$ cat config.mk
export PLATFORM = sky130hd
export DESIGN_NAME = mips_multicycle_ctrl
export DESIGN_NICKNAME = d
export VERILOG_FILES = /design/src/rtl/mips_ctrl_pkg.sv /design/src/rtl/mips_multicycle_ctrl.sv
export SDC_FILE = /design/constraint.sdc
export NUM_CORES = 1
export LEC_CHECK = 0
export CAP_MARGIN = 15
export CORE_ASPECT_RATIO = 0.7
export CORE_MARGIN = 4
export CORE_UTILIZATION = 28
export DETAILED_ROUTE_END_ITERATION = 8
export GPL_TIMING_DRIVEN = 0
export SLEW_MARGIN = 10
export SYNTH_ARGS = -nofsm -noshare
export SYNTH_HDL_FRONTEND = slang
export SYNTH_SLANG_ARGS = --single-unit
$ cat constraint.sdc
create_clock -name clk -period 4.5 [get_ports clk]
set_input_delay 0.9 -clock clk [delete_from_list [all_inputs] [get_ports clk]]
set_output_delay 0.9 -clock clk [all_outputs]
set_load 0.005 [all_outputs]
$ cat src/rtl/mips_ctrl_pkg.sv
// rtl/mips_ctrl_pkg.sv - shared constants and types for the multi-cycle MIPS control path
//
// Purpose: opcode values, ALU operation codes, mux-select encodings and the
// main-FSM state encoding. The same package is used by ALUControl and the datapath.
// Ports: none (package).

package mips_ctrl_pkg;

  localparam int CTRL_STATE_W = 4;

  // IR[31:26] values recognised by the main controller
  localparam logic [5:0] OP_RTYPE = 6'b000000;
  localparam logic [5:0] OP_LW    = 6'b100011;
  localparam logic [5:0] OP_SW    = 6'b101011;
  localparam logic [5:0] OP_BEQ   = 6'b000100;
  localparam logic [5:0] OP_J     = 6'b000010;
  localparam logic [5:0] OP_ADDI  = 6'b001000;

  // alu_op encoding consumed by ALUControl
  localparam logic [1:0] ALUOP_ADD   = 2'b00;
  localparam logic [1:0] ALUOP_SUB   = 2'b01;
  localparam logic [1:0] ALUOP_FUNCT = 2'b10;

  // alu_src_b select
  localparam logic [1:0] SRCB_B       = 2'b00;
  localparam logic [1:0] SRCB_FOUR    = 2'b01;
  localparam logic [1:0] SRCB_IMM     = 2'b10;
  localparam logic [1:0] SRCB_IMM_SH2 = 2'b11;

  // alu_src_a select
  localparam logic SRCA_PC = 1'b0;
  localparam logic SRCA_A  = 1'b1;

  // pc_source select
  localparam logic [1:0] PCSRC_ALU    = 2'b00;
  localparam logic [1:0] PCSRC_ALUOUT = 2'b01;
  localparam logic [1:0] PCSRC_JUMP   = 2'b10;

  // memory address select
  localparam logic IORD_PC     = 1'b0;
  localparam logic IORD_ALUOUT = 1'b1;

  typedef enum logic [CTRL_STATE_W-1:0] {
    S_IDLE     = 4'd0,
    S_FETCH    = 4'd1,
    S_DECODE   = 4'd2,
    S_MEM_ADDR = 4'd3,
    S_MEM_RD   = 4'd4,
    S_MEM_WB   = 4'd5,
    S_MEM_WR   = 4'd6,
    S_EXEC     = 4'd7,
    S_R_WB     = 4'd8,
    S_BRANCH   = 4'd9,
    S_JUMP     = 4'd10,
    S_ADDI_EX  = 4'd11,
    S_ADDI_WB  = 4'd12
  } state_e;

  function automatic logic op_supported(input logic [5:0] op);
    return (op == OP_RTYPE) || (op == OP_LW) || (op == OP_SW) ||
           (op == OP_BEQ) || (op == OP_J) || (op == OP_ADDI);
  endfunction

endpackage

$ cat src/rtl/mips_multicycle_ctrl.sv
// rtl/mips_multicycle_ctrl.sv - main control FSM of the multi-cycle MIPS datapath
//
// Purpose: sequences fetch/decode/execute/memory/writeback per opcode and
// drives the datapath mux selects, write enables and alu_op.
// Ports:
//   clk, rst         clock, asynchronous active-high reset
//   opcode           IR[31:26], consulted in DECODE only
//   zero             ALU zero flag (branch gating happens in the datapath)
//   mem_ready        memory completes the current access this cycle
//   pc_write .. pc_source   datapath controls (Moore, plus FETCH ready gating)
//   illegal_op       pulse in DECODE when the opcode is unsupported
//   state_dbg        current state encoding

module mips_multicycle_ctrl
  import mips_ctrl_pkg::*;
#(
  parameter bit WAIT_MEM = 1'b1,
  parameter int STATE_W  = 4
) (
  input  logic               clk,
  input  logic               rst,
  input  logic [5:0]         opcode,
  input  logic               zero,
  input  logic               mem_ready,
  output logic               pc_write,
  output logic               pc_write_cond,
  output logic               i_or_d,
  output logic               mem_read,
  output logic               mem_write,
  output logic               ir_write,
  output logic               mem_to_reg,
  output logic               reg_dst,
  output logic               reg_write,
  output logic               alu_src_a,
  output logic [1:0]         alu_src_b,
  output logic [1:0]         alu_op,
  output logic [1:0]         pc_source,
  output logic               illegal_op,
  output logic [STATE_W-1:0] state_dbg
);

  state_e     state_q, state_d;
  logic [5:0] opcode_q, opcode_d;
  logic       rdy;

  // Branch resolution uses zero inside the datapath, not here.
  logic unused_zero;
  assign unused_zero = zero;

  assign rdy = mem_ready | ~WAIT_MEM;

  always_ff @(posedge clk or posedge rst) begin
    if (rst) begin
      state_q  <= S_IDLE;
      opcode_q <= '0;
    end else begin
      state_q  <= state_d;
      opcode_q <= opcode_d;
    end
  end

  // Next-state logic. The opcode is captured in DECODE so that later states
  // follow the decoded path even if IR's upper bits change underneath.
  always_comb begin
    state_d  = S_IDLE;
    opcode_d = opcode_q;
    case (state_q)
      S_IDLE:     state_d = S_FETCH;
      S_FETCH:    state_d = rdy ? S_DECODE : S_FETCH;
      S_DECODE: begin
        opcode_d = opcode;
        case (opcode)
          OP_LW, OP_SW: state_d = S_MEM_ADDR;
          OP_RTYPE:     state_d = S_EXEC;
          OP_BEQ:       state_d = S_BRANCH;
          OP_J:         state_d = S_JUMP;
          OP_ADDI:      state_d = S_ADDI_EX;
          default:      state_d = S_FETCH;
        endcase
      end
      S_MEM_ADDR: state_d = (opcode_q == OP_SW) ? S_MEM_WR : S_MEM_RD;
      S_MEM_RD:   state_d = rdy ? S_MEM_WB : S_MEM_RD;
      S_MEM_WB:   state_d = S_FETCH;
      S_MEM_WR:   state_d = rdy ? S_FETCH : S_MEM_WR;
      S_EXEC:     state_d = S_R_WB;
      S_R_WB:     state_d = S_FETCH;
      S_BRANCH:   state_d = S_FETCH;
      S_JUMP:     state_d = S_FETCH;
      S_ADDI_EX:  state_d = S_ADDI_WB;
      S_ADDI_WB:  state_d = S_FETCH;
      default:    state_d = S_IDLE;   // unused encodings recover via IDLE
    endcase
  end

  // Output decode: everything defaults to 0, each state raises only its own set.
  always_comb begin
    pc_write      = 1'b0;
    pc_write_cond = 1'b0;
    i_or_d        = IORD_PC;
    mem_read      = 1'b0;
    mem_write     = 1'b0;
    ir_write      = 1'b0;
    mem_to_reg    = 1'b0;
    reg_dst       = 1'b0;
    reg_write     = 1'b0;
    alu_src_a     = SRCA_PC;
    alu_src_b     = SRCB_B;
    alu_op        = ALUOP_ADD;
    pc_source     = PCSRC_ALU;
    illegal_op    = 1'b0;
    case (state_q)
      S_FETCH: begin
        mem_read  = 1'b1;
        alu_src_b = SRCB_FOUR;
        // IR and PC load only on the cycle the instruction word arrives
        ir_write  = rdy;
        pc_write  = rdy;
      end
      S_DECODE: begin
        alu_src_b  = SRCB_IMM_SH2;
        illegal_op = ~op_supported(opcode);
      end
      S_MEM_ADDR: begin
        alu_src_a = SRCA_A;
        alu_src_b = SRCB_IMM;
      end
      S_MEM_RD: begin
        mem_read = 1'b1;
        i_or_d   = IORD_ALUOUT;
      end
      S_MEM_WB: begin
        reg_write  = 1'b1;
        mem_to_reg = 1'b1;
      end
      S_MEM_WR: begin
        mem_write = 1'b1;
        i_or_d    = IORD_ALUOUT;
      end
      S_EXEC: begin
        alu_src_a = SRCA_A;
        alu_op    = ALUOP_FUNCT;
      end
      S_R_WB: begin
        reg_write = 1'b1;
        reg_dst   = 1'b1;
      end
      S_BRANCH: begin
        alu_src_a     = SRCA_A;
        alu_op        = ALUOP_SUB;
        pc_write_cond = 1'b1;
        pc_source     = PCSRC_ALUOUT;
      end
      S_JUMP: begin
        pc_write  = 1'b1;
        pc_source = PCSRC_JUMP;
      end
      S_ADDI_EX: begin
        alu_src_a = SRCA_A;
        alu_src_b = SRCB_IMM;
      end
      S_ADDI_WB: begin
        reg_write = 1'b1;
      end
      default: ;
    endcase
  end

  assign state_dbg = STATE_W'(state_q);

endmodule
# After elaboration in Yosys (flattened, before gate mapping)
# Index checks and enable logic that the tools add are counted.
[totals] register_bits=10 latch_bits=0 mem_bits_rw=0 rom_bits=0 in_bits=10 word_cells=55 n_memories=0
[classes] addsub=0 multipliers=0 n_div=0 order_cmp=0 n_eq_ne=18 shifts=0 muxes=20 bitwise=1 reduce_logical=14
[ops] op="4-bit case mux with 8 select lines" count=1
[ops] op="4-bit == test (second input constant)" count=5
[ops] op="4-bit case mux with 5 select lines" count=1
[ops] op="6-bit == test (second input constant)" count=3
[ops] op="4-bit by 3-bit == test with 1-bit output (second input constant)" count=4
[ops] op="1-bit 2-to-1 mux" count=11
[ops] op="4-bit by 2-bit == test with 1-bit output (second input constant)" count=2
[ops] op="2-bit case mux with 2 select lines" count=2
[ops] op="2-bit OR reduction" count=4
[ops] op="6-bit by 2-bit == test with 1-bit output (second input constant)" count=1
[ops] op="6-bit by 3-bit == test with 1-bit output (second input constant)" count=1
[ops] op="6-bit by 4-bit == test with 1-bit output (second input constant)" count=1
[ops] op="6-bit logical NOT" count=1
[ops] op="2-bit case mux with 3 select lines" count=1
[ops] op="6-bit OR reduction" count=1
[ops] op="1-bit logical OR" count=5
[ops] op="4-bit by 1-bit == test with 1-bit output (second input constant)" count=1
[ops] op="4-bit logical NOT" count=1
[ops] op="2-bit 2-to-1 mux" count=2
[ops] op="4-bit OR reduction" count=1
[ops] op="3-bit 2-to-1 mux" count=1
[ops] op="3-bit OR reduction" count=1
[ops] op="1-bit case mux with 2 select lines" count=1
[ops] op="1-bit NOT" count=1

# Longest topological paths before layout
[logic_depth] ltp_word=8 mapped_depth=5

# Worst setup path before layout
# Ideal clock, no wire load.
[synth_path] kind="input to output" start="input port opcode[1]" end="output port illegal_op" t_arrival_ps=1671 required_time_ps=3600 setup_slack_ps=1929 cell_stages=3 n_path_buf=0 cell_sequence="or4_1 a21oi_1 a21boi_0"
[synth_via] elab_chain_cells=8
[synth_rtl] element="start, declared" line="mips_multicycle_ctrl.sv:22" source="input logic [5:0] opcode,"
[synth_rtl] element="6-bit == test or 6-bit logical NOT (tied branches)" line="mips_ctrl_pkg.sv:60" source="return (op == OP_RTYPE) || (op == OP_LW) || (op == OP_SW) ||"
[synth_rtl] element="1-bit logical OR (3 in a row)" line="mips_ctrl_pkg.sv:60"
[synth_rtl] element="1-bit logical OR" line="mips_ctrl_pkg.sv:61" source="(op == OP_BEQ) || (op == OP_J) || (op == OP_ADDI);"
[synth_rtl] element="1-bit logical OR *" line="mips_ctrl_pkg.sv:61"
[synth_rtl] element="1-bit NOT *" line="mips_multicycle_ctrl.sv:121" source="illegal_op = ~op_supported(opcode);"
[synth_rtl] element="1-bit 2-to-1 mux *" line="mips_multicycle_ctrl.sv:111" source="case (state_q)"
[synth_rtl] element="end, declared" line="mips_multicycle_ctrl.sv:38" source="output logic illegal_op,"
# Every way passes the cells marked *; elsewhere a longest branch is shown, timed or not.

# Worst setup path after layout
# Ends and elaborated chain as after synthesis.

==> metrics <==
slowest stage cell, crit path sky130_fd_sc_hd__or4_1; Sequential Area 250 um2; final period utilization 0.800; crit path DAT approximately 2.7 ns; number of maximum-capacitance violations 0; family with the most delay on the worst path buffers and inverters; area fraction of the dominant cell type after synthesis 0.345; Resized cells post-CTS 0; startpoint-to-endpoint class of the critical path primary input to primary output; number of buffers and inverters on the critical path 2; most used standard cells in the synthesized netlist sky130_fd_sc_hd__dfrtp_1 (10), sky130_fd_sc_hd__nor2_1 (10), sky130_fd_sc_hd__mux2_2 (7); standby leakage power 0.395 nW; CTS Buf Count 3; buffers added on ports 29; wire length of the first global-routing pass 3330 um; number of register bits inferred by synthesis 10; CTS Root Cell sky130_fd_sc_hd__clkbuf_8; cell area after synthesis 726 um2; worst IR drop on VDD about 0.19 mV; leading post-synthesis cells by cell area sky130_fd_sc_hd__dfrtp_1 (34%), sky130_fd_sc_hd__mux2_2 (11%), sky130_fd_sc_hd__nor2_1 (5.2%); number of hold buffers added after cts 0; FMAX 0.278 GHz; placed wire-length estimate 1560 um; GRT overflow 0; sum of negative setup slack 0 ns; post-CTS setup-driven buffer insertion count 0; XOR/XNOR share of the synthesized area 0.0241; total routed wirelength 1930 um; critical path fanouts, max 7; placement row count 15; endpoints failing setup 0; Worst-Margin Slew 0.852 ns; asr flop ratio synth 1.00; GRT Overall Usage 0.127; Setup Skew 0.000388 ns; number of nets in the final layout about 130; fillcell total 243; Critical Path, Cell by Cell clkdlybuf4s50_1, or4_1, a21oi_1, a21boi_0, clkdlybuf4s50_1; antenna cells 0; TritonCTS clock tree done; proportion of synthesized area in mux cells 0.109; clk_lat worst skew 0.23 ns; starting density of the core 0.295; placer congestion estimate 0.841; Clock Sinks 10; required time worst endpoint about 3.6 ns; Tmin final roughly 3.6 ns; kind of start point of the critical path primary input; number of warning messages in the yosys log 0; Die Wd 68.9 um; combined area of the multi-input logic cells 442 um2; number of iterations in the first detailed-routing pass 4; worst slew margin relative to its limit 0.430; sequential element share of the synthesized area 0.345; simple-gate share of the synthesized area 0.305; share of the core filled with cells in the final layout 0.447; post-synthesis net count 92; largest incremental delay on the critical path 0.59 ns; power density over the cells between 500 and 600 nW/um2; standard cell core area 2460 um2; distinct cell type count after synthesis 34; Worst setup EP type primary output; number of enable flip-flop cells after synthesis 0; pins over their slew limit 0; vias in the first global route 714; cell area after layout around 1100 um2; Final Hold Viols 0; CTS clock-pin slew for the worst setup and hold paths 0.04 ns; largest net degree at the start of global routing 11; RSZ-0062 raised after global routing no; number of vias per cell 5.01; Top FF cell, synth sky130_fd_sc_hd__dfrtp_1; Tightest Hold Check Type flip-flop to flip-flop; area fraction in compound gates after synthesis 0.171; number of remaining DRC errors 0; number of antenna violations at the first check in global routing 0; average footprint of a synthesized cell 8.85 um2; library cell occupying the most area in the post-synthesis netlist sky130_fd_sc_hd__dfrtp_1; Top cell by count, worst path sky130_fd_sc_hd__clkdlybuf4s50_1; I/O pin count 31; Post-DRT Antenna Nets 0; routed wire length per instance 13.1 um; via count 741; H-tree depth 1; adder-cell area share of the yosys netlist 0; Post-DP Area 1060 um2; dominant combinational cell family by area after synthesis simple AND/OR/NAND/NOR gates; area growth from synthesis to layout 51.6%; run status finished clean; die height 50.6 um; Longest Clk Path Bufs 2; share of layout cells above drive strength 1 0.114; Die ar. between 3000 and 4000 um2; number of standard cells after synthesis 82; count of routing violations after the opening detailed-route iteration 52
==> logic make-up (layout without fill, tap and decap cells) <==
family / count (synthesis) / in the layout
flip-flops: 10 / 10
AND/OR/NAND/NOR: 38 / 38
buffers and inverters: 8 / 40
multiplexers: 7 / 7
AO/OA/AOI/OAI: 17 / 17
XOR/XNOR: 2 / 2
==> through the flow <==
step	hold slack [ns]	total power, mW	instances	worst slack (ns)
after global placement	0.485	0.506	145	0.912
after floorplan	0.471	0.342	82	1.93
after CTS	0.506	0.604	148	0.897
after detailed placement	0.495	0.510	145	0.897
after global routing	0.531	0.646	148	0.804
final	0.501	0.595	148	0.901
==> state kept, by name, summed over array words and instances, names as in the netlist <==
| signal | count |
|---|---|
| opcode_q | 6 |
| state_dbg | 4 |
==> worst register-to-register path, cell delays in order, from the launching register on <==
cell and delay [ns]:
sky130_fd_sc_hd__dfrtp_1 0.37, sky130_fd_sc_hd__clkbuf_1 0.19, sky130_fd_sc_hd__nor4b_2 0.75, sky130_fd_sc_hd__mux2_2 0.42
==> area by class of cell <==
cell class                 instances  area share
multi-input combinational         64       0.402
timing repair buffer              29       0.264
sequential                        10       0.228
tap                               34      0.0387
clock buffer                       3      0.0375
buffer                             6      0.0239
inverter                           2     0.00683
==> path summary, 6_finish.rpt <==
check                                        startpoint                       to  slack [ns]  cells after the start
worst max-delay path                          opcode[1]               illegal_op        0.90                      5
worst min-delay path            opcode_q[1]$_DFFE_PP0P_  opcode_q[1]$_DFFE_PP0P_        0.50                      1
worst max register to register   state_dbg[0]$_DFF_PP0_  opcode_q[4]$_DFFE_PP0P_        2.66                      3
worst min register to register  opcode_q[1]$_DFFE_PP0P_  opcode_q[1]$_DFFE_PP0P_        0.50                      1
max in group asynchronous                           rst  opcode_q[3]$_DFFE_PP0P_        3.28                      2
min in group asynchronous                           rst   state_dbg[0]$_DFF_PP0_        0.95                      2
==> layout by cell type (no fill, tap or decap) <==
cell	instances
sky130_fd_sc_hd__nand2_1	4
sky130_fd_sc_hd__nor2b_1	2
sky130_fd_sc_hd__buf_4	1
sky130_fd_sc_hd__a21oi_1	2
sky130_fd_sc_hd__and3_1	1
sky130_fd_sc_hd__a211oi_1	2
sky130_fd_sc_hd__nand3b_1	1
sky130_fd_sc_hd__o22a_1	1
sky130_fd_sc_hd__o221ai_1	2
sky130_fd_sc_hd__a21boi_0	1
sky130_fd_sc_hd__a32o_1	1
sky130_fd_sc_hd__and2_1	1
sky130_fd_sc_hd__clkbuf_1	5
sky130_fd_sc_hd__or4_1	2
sky130_fd_sc_hd__o21bai_1	1
sky130_fd_sc_hd__o21a_1	1
sky130_fd_sc_hd__nor3b_1	2
sky130_fd_sc_hd__a211o_1	1
sky130_fd_sc_hd__nor3_1	5
sky130_fd_sc_hd__a311o_1	1
sky130_fd_sc_hd__nor4b_2	1
sky130_fd_sc_hd__or4b_2	1
sky130_fd_sc_hd__nor4_1	1
sky130_fd_sc_hd__nand2b_1	4
sky130_fd_sc_hd__mux2_2	7
sky130_fd_sc_hd__or3_1	1
sky130_fd_sc_hd__nor2_1	10
sky130_fd_sc_hd__inv_1	2
sky130_fd_sc_hd__xnor2_1	2
sky130_fd_sc_hd__or4b_1	1
sky130_fd_sc_hd__clkdlybuf4s50_1	29
sky130_fd_sc_hd__nand4b_1	1
sky130_fd_sc_hd__o21ai_0	3
sky130_fd_sc_hd__a31oi_1	1
sky130_fd_sc_hd__clkbuf_8	3
sky130_fd_sc_hd__dfrtp_1	10
==> layer usage <==
| metal | share of wire | track usage | wire (um) |
|---|---|---|---|
| met1 | 0.48 | 0.180 | 923 |
| met2 | 0.47 | 0.180 | 912 |
| met4 | 0.0072 | 0.0388 | 14 |
| met5 | 0 | 0 | 0 |
| met3 | 0.042 | 0.0403 | 82 |
==> report_power, final <==
| group | switching [mW] | internal (mW) |
|---|---|---|
| Combinational | 0.148 | 0.197 |
| Clock | 0.0321 | 0.0583 |
| Sequential | 0.0287 | 0.131 |
| Total | 0.208 | 0.386 |
No activity file was read; power rests on OpenSTA's default activity.
